<file path="src/rtl/ascon_ctrl.sv">
// Control FSM for an Ascon AEAD core: sequences the pa/pb permutation rounds,
// key mixing, AD/message absorption, domain separation and tag handoff.
module ascon_ctrl #(
    parameter int unsigned ROUNDS_A = 12,
    parameter int unsigned ROUNDS_B = 6,
    localparam int unsigned RND_W = 4
) (
    input  logic             clk_i,
    input  logic             rst_ni,
    input  logic             start_i,
    input  logic             no_ad_i,
    input  logic             ad_valid_i,
    input  logic             ad_last_i,
    output logic             ad_ready_o,
    input  logic             msg_valid_i,
    input  logic             msg_last_i,
    output logic             msg_ready_o,
    output logic             tag_valid_o,
    input  logic             tag_ready_i,
    output logic             load_o,
    output logic             rnd_en_o,
    output logic             key_xor_o,
    output logic             absorb_o,
    output logic             dom_sep_o,
    output logic             fin_key_o,
    output logic [RND_W-1:0] rnd_o,
    output logic             busy_o,
    output logic             done_o
);

    typedef logic [RND_W-1:0] rnd_t;

    typedef enum logic [3:0] {
        IDLE     = 4'd0,
        INIT_P   = 4'd1,
        INIT_KEY = 4'd2,
        AD_WAIT  = 4'd3,
        AD_P     = 4'd4,
        DOM_SEP  = 4'd5,
        MSG_WAIT = 4'd6,
        MSG_P    = 4'd7,
        FIN_KEY  = 4'd8,
        FIN_P    = 4'd9,
        TAG      = 4'd10
    } state_e;

    localparam rnd_t LAST_RND = rnd_t'(11);
    localparam rnd_t START_A  = rnd_t'(12 - ROUNDS_A);
    localparam rnd_t START_B  = rnd_t'(12 - ROUNDS_B);

    state_e state_q, state_d;
    rnd_t   cnt_q, cnt_d;
    logic   no_ad_q, no_ad_d;
    logic   ad_last_q, ad_last_d;

    logic   in_p_c, last_rnd_c;
    logic   ad_ready_c, msg_ready_c, tag_valid_c, load_c, rnd_en_c;
    logic   key_xor_c, absorb_c, dom_sep_c, fin_key_c, done_c;
    rnd_t   rnd_c;

    always_ff @(posedge clk_i or negedge rst_ni) begin
        if (!rst_ni) begin
            state_q   <= IDLE;
            cnt_q     <= '0;
            no_ad_q   <= 1'b0;
            ad_last_q <= 1'b0;
        end else begin
            state_q   <= state_d;
            cnt_q     <= cnt_d;
            no_ad_q   <= no_ad_d;
            ad_last_q <= ad_last_d;
        end
    end

    assign in_p_c     = state_q inside {INIT_P, AD_P, MSG_P, FIN_P};
    assign last_rnd_c = (cnt_q == LAST_RND);

    // Strobes react in the same cycle as the handshake so the datapath acts on the accepted block.
    always_comb begin
        state_d     = state_q;
        cnt_d       = cnt_q;
        no_ad_d     = no_ad_q;
        ad_last_d   = ad_last_q;
        ad_ready_c  = 1'b0;
        msg_ready_c = 1'b0;
        tag_valid_c = 1'b0;
        load_c      = 1'b0;
        rnd_en_c    = 1'b0;
        key_xor_c   = 1'b0;
        absorb_c    = 1'b0;
        dom_sep_c   = 1'b0;
        fin_key_c   = 1'b0;
        done_c      = 1'b0;
        rnd_c       = '0;

        if (in_p_c) begin
            rnd_en_c = 1'b1;
            rnd_c    = cnt_q;
            cnt_d    = last_rnd_c ? rnd_t'(0) : rnd_t'(cnt_q + rnd_t'(1));
        end

        case (state_q)
            IDLE: begin
                if (start_i) begin
                    load_c  = 1'b1;
                    no_ad_d = no_ad_i;
                    cnt_d   = START_A;
                    state_d = INIT_P;
                end
            end
            INIT_P: begin
                if (last_rnd_c) state_d = INIT_KEY;
            end
            INIT_KEY: begin
                key_xor_c = 1'b1;
                state_d   = no_ad_q ? DOM_SEP : AD_WAIT;
            end
            AD_WAIT: begin
                ad_ready_c = 1'b1;
                if (ad_valid_i) begin
                    absorb_c  = 1'b1;
                    ad_last_d = ad_last_i;
                    cnt_d     = START_B;
                    state_d   = AD_P;
                end
            end
            AD_P: begin
                if (last_rnd_c) state_d = ad_last_q ? DOM_SEP : AD_WAIT;
            end
            DOM_SEP: begin
                dom_sep_c = 1'b1;
                state_d   = MSG_WAIT;
            end
            MSG_WAIT: begin
                msg_ready_c = 1'b1;
                if (msg_valid_i) begin
                    absorb_c = 1'b1;
                    if (msg_last_i) begin
                        state_d = FIN_KEY;
                    end else begin
                        cnt_d   = START_B;
                        state_d = MSG_P;
                    end
                end
            end
            MSG_P: begin
                if (last_rnd_c) state_d = MSG_WAIT;
            end
            FIN_KEY: begin
                fin_key_c = 1'b1;
                cnt_d     = START_A;
                state_d   = FIN_P;
            end
            FIN_P: begin
                if (last_rnd_c) state_d = TAG;
            end
            TAG: begin
                tag_valid_c = 1'b1;
                key_xor_c   = 1'b1;
                if (tag_ready_i) begin
                    done_c  = 1'b1;
                    state_d = IDLE;
                end
            end
            default: begin
                state_d = IDLE;
                cnt_d   = '0;
            end
        endcase
    end

    // Outputs are forced low for the whole time reset is held, not just after the next edge.
    assign ad_ready_o  = rst_ni & ad_ready_c;
    assign msg_ready_o = rst_ni & msg_ready_c;
    assign tag_valid_o = rst_ni & tag_valid_c;
    assign load_o      = rst_ni & load_c;
    assign rnd_en_o    = rst_ni & rnd_en_c;
    assign key_xor_o   = rst_ni & key_xor_c;
    assign absorb_o    = rst_ni & absorb_c;
    assign dom_sep_o   = rst_ni & dom_sep_c;
    assign fin_key_o   = rst_ni & fin_key_c;
    assign done_o      = rst_ni & done_c;
    assign busy_o      = rst_ni & (state_q != IDLE);
    assign rnd_o       = {RND_W{rst_ni}} & rnd_c;

    a_round_params: assert property (@(posedge clk_i)
        (ROUNDS_A >= 1) && (ROUNDS_A <= 12) && (ROUNDS_B >= 1) && (ROUNDS_B <= 12))
        else $error("ascon_ctrl: ROUNDS_A/ROUNDS_B must lie in 1..12");

    a_strobe_onehot: assert property (@(posedge clk_i) disable iff (!rst_ni)
        $onehot0({load_o, key_xor_o, absorb_o, dom_sep_o, fin_key_o}))
        else $error("ascon_ctrl: more than one datapath strobe active");

    a_cnt_range: assert property (@(posedge clk_i) disable iff (!rst_ni) cnt_q <= LAST_RND)
        else $error("ascon_ctrl: round counter past last round");

endmodule

</file>
<file path="config.mk">
export PLATFORM = sky130hd
export DESIGN_NAME = ascon_ctrl
export DESIGN_NICKNAME = d
export VERILOG_FILES = /design/src/rtl/ascon_ctrl.sv
export SDC_FILE = /design/constraint.sdc
export NUM_CORES = 1
export LEC_CHECK = 0
export ABC_AREA = 1
export BUFFER_PORTS_ARGS = -buffer_cell sky130_fd_sc_hd__buf_4
export CORE_MARGIN = 5
export CORE_UTILIZATION = 51
export CTS_CLUSTER_SIZE = 24
export DETAILED_ROUTE_END_ITERATION = 7
export PLACE_DENSITY = 0.87
export SYNTH_ARGS = -nofsm -noshare
export SYNTH_HDL_FRONTEND = slang
export SYNTH_SLANG_ARGS = --single-unit
</file>
<file path="constraint.sdc">
create_clock -name clk_i -period 1.6 [get_ports clk_i]
set_input_delay 0.08 -clock clk_i [delete_from_list [all_inputs] [get_ports clk_i]]
set_output_delay 0.08 -clock clk_i [all_outputs]
set_load 0.01 [all_outputs]
</file>
==> results.toml <==
[logic_synthesis]
post-synth-top-area-cell = "sky130_fd_sc_hd__dfrtp_1"
yosysSeqAreaShare = 0.272
number_of_enable_type_register_cells_in_the_synthesized_netlist = 0
adder_cell_area_share_of_the_yosys_netlist = 0.0136
syn_inst = 159
synth_most_common_cell = "sky130_fd_sc_hd__nand2_1"
synthesized_area_fraction_occupied_by_xor_and_xnor_cells = 0.00952
synth_area_leaders = "sky130_fd_sc_hd__dfrtp_1 (27%), sky130_fd_sc_hd__nand2_1 (23%), sky130_fd_sc_hd__inv_1 (10%)"
synthSimpleGateAreaFrac = 0.513
muxShareOfSynthArea = 0
mappedNetlistArea_um2 = 920
ys.flop_type = "sky130_fd_sc_hd__dfrtp_1"
synthDistinctLibCells = 19
syn_nets = 169
post_synth.cell_area_avg_um2 = 5.78
synth_top_family_by_area = "simple AND/OR/NAND/NOR gates"
synthTopCellsByCount = "sky130_fd_sc_hd__nand2_1 (57), sky130_fd_sc_hd__inv_1 (25), sky130_fd_sc_hd__nor2_1 (24)"
async_flop_share = 1.00
ys.warnings.count = 0
ys_seq_elements = 10
synth_top_area_frac = 0.272
synth-compound-area-share = 0.0694

[critical_path]
worst_setup_path_startpoint = "state_q[1]$_DFFE_PN0P_"
critical_path.most_common_cell = "sky130_fd_sc_hd__nand2_1"
crit_end = "state_q[3]$_DFFE_PN0P_"
worstPathBufferInverterCount = 2
worst-path-stages = 10
cp_max_fo = 5
cpLargestDelayFamily = "simple AND/OR/NAND/NOR gates"
reg2reg_to = "state_q[3]$_DFFE_PN0P_"
r2r_cells = 10
timing.critical_path.slowest_stage_cell = "sky130_fd_sc_hd__dfrtp_2"
cpPeakStageDelay_ps = 460
worst_r2r_startpoint = "state_q[1]$_DFFE_PN0P_"
path_class = "register to register"
critical_path_arrival_ps = 1710
crit_path_end_kind = "register"
path_cells = "buf_4 -> nand2_2 -> nor2_4 -> buf_4 -> nand2_1 -> nand2_1 -> nor2_4 -> nand2_4 -> nand2_1 -> nand2_1"
ff2ff_setup_slack_ps = 30
startpoint_type = "register"
worst_ep_required_time_ps = 1740

[detailed_routing]
viasPerCell = 5.13
first_iter_violations = 75
wl_met2_um = 1460
routed.top_layer = "met4"
ant_nets = 0
wl_met1_um = 1150
route.met3.wl_um = 252
num_vias = 1118
drt_pre_antenna_iters = 4
wl_per_cell_um = 13.7
totalWireLength_um = 2990
drc = 0

[clock_tree]
clkTransAtPathRegs_ps = 70
total_clock_buffers_created_by_cts = 3
cts_tree = "built"
cts.sinks = 10
clock-root-buffer = "sky130_fd_sc_hd__clkbuf_4"
cts_max_level = 1
insertion_delay_ps = 270
clockBufferDepth = 2

[timing]
final_max_slew_viols = 0
worst-slew-pin-transition_ps = 499
ratio_of_final_minimum_period_to_clock_period = 0.979
post-route-min-period_ps = 1570
report.final.hold_viol_count = 0
finalSetupViolations = 0
achievable-frequency_mhz = 638
setup-tns-final_ps = 0
grt_setup_unrepaired = "yes"
final.setup_skew_ps = 7.47
worst_hold_slack_ps = 52.1
maxSlewHeadroom = 0.666

[power_and_ir_drop]
power.static_leakage_nw = 0.755
power.density_cell_area_nw_per_um2 = 2090
total_power_mw = 2.70
peakVddDrop_v = 0.00104

[grt]
antenna_found_initial = 0
grt_max_degree = 11
grt_pass1_vias = 1061
groute.usage.overall = 0.221
grt_pass1_wl_um = 4550
grt.overflow.total = 0

[cells_and_area]
areaGrowthSynthToFinish_pct = 40.5
ratio_of_cells_with_drive_above_1_in_the_final_layout = 0.352
final_nets = 204
insertedDiodeCount = 0

[placement]
dp.final_hpwl_um = 1960
gp_routability_congestion = 0.915
port_buffers = 23

[job]
cap_violations = 0

[floorplanning]
die_height_um = 52.5
core_region_area_um2 = 1730
die_area_um2 = 2750
floorplan.rows = 15
starting_utilization_of_the_core_area = 0.533
die_width_um = 52.5
io_pins = 24

[min_path]
min-delay-path-class = "input pin to register"

[run_status]
run_status = "finished clean"
state kept, by name, summed over array words and instances, names as in the netlist:
signal     count
ad_last_q      1
state_q        4
cnt_q          4
no_ad_q        1
metrics by stage:
step           utilization  area [um^2]  setup WS, ps  std cells
6_report             0.749         1290          33.2        218
5_1_grt              0.749         1290         -37.6        218
4_1_cts              0.689         1190        -0.435        214
3_5_place_dp         0.651         1120           194        207
3_3_place_gp         0.651         1120           255        207
2_1_floorplan            -          920           399        159
area by class of cell:
type	count	area, um^2
sequential	10	254
tap	25	31.3
timing repair buffer	30	228
fill	133	434
clock buffer	4	36.3
inverter	30	115
multi-input combinational	119	628
worst min-delay path by stage:
stage / start / end / slack [ps] / depth (start not counted)
detailed placement: rst_ni / no_ad_q$_DFFE_PN0P_ / -70 / 1
CTS: no_ad_i / no_ad_q$_DFFE_PN0P_ / 50 / 3
global placement: rst_ni / state_q[2]$_DFFE_PN0P_ / -80 / 1
finish: no_ad_i / no_ad_q$_DFFE_PN0P_ / 50 / 3
global route: no_ad_i / no_ad_q$_DFFE_PN0P_ / 40 / 3
floorplan: rst_ni / ad_last_q$_DFFE_PN0P_ / -220 / 0
kinds of logic (layout without fill, tap and decap cells):
family / after synthesis / count (layout)
buffers and inverters: 30 / 64
AOI/OAI and AO/OA: 10 / 10
xor gates and xnor gates: 1 / 1
and+or+nand+nor: 107 / 107
DFF: 10 / 10
adders and majority gates: 1 / 1
per-layer routing:
metal	vias to the layer above	track usage
li1	545	-
met1	484	0.268
met2	71	0.384
met3	18	0.0256
met4	0	0.102
met5	-	0
report_power, final:
part / internal (mW) / total [mW] / switching [mW]
Combinational: 0.713 / 1.95 / 1.24
Sequential: 0.382 / 0.516 / 0.134
Clock: 0.138 / 0.232 / 0.0936
worst reg2reg max path: cells and delay by family (launching register included):
family	cells	cell delay, ps
simple gates	8	680
flops	1	460
buf+inv	2	300
placed cells by master, fill, tap and decap left out, drive strengths merged, types with 2 or more instances in the layout:
| cell | n |
|---|---|
| clkbuf | 4 |
| buf | 29 |
| nor3 | 2 |
| o21ai | 6 |
| nand3 | 12 |
| nor2 | 28 |
| a21oi | 3 |
| nand3b | 2 |
| inv | 29 |
| dfrtp | 10 |
| nand2 | 63 |
what timing repair did:
action,4_1_cts,5_1_grt
cloned,0,0
resized for setup,2,25
endpoints found under the hold margin,10,0
endpoints found under the setup margin,6,10
buffers inserted,2,4
pin swaps,0,2
hold buffers,1,0
(Power assumes the default switching activity.)
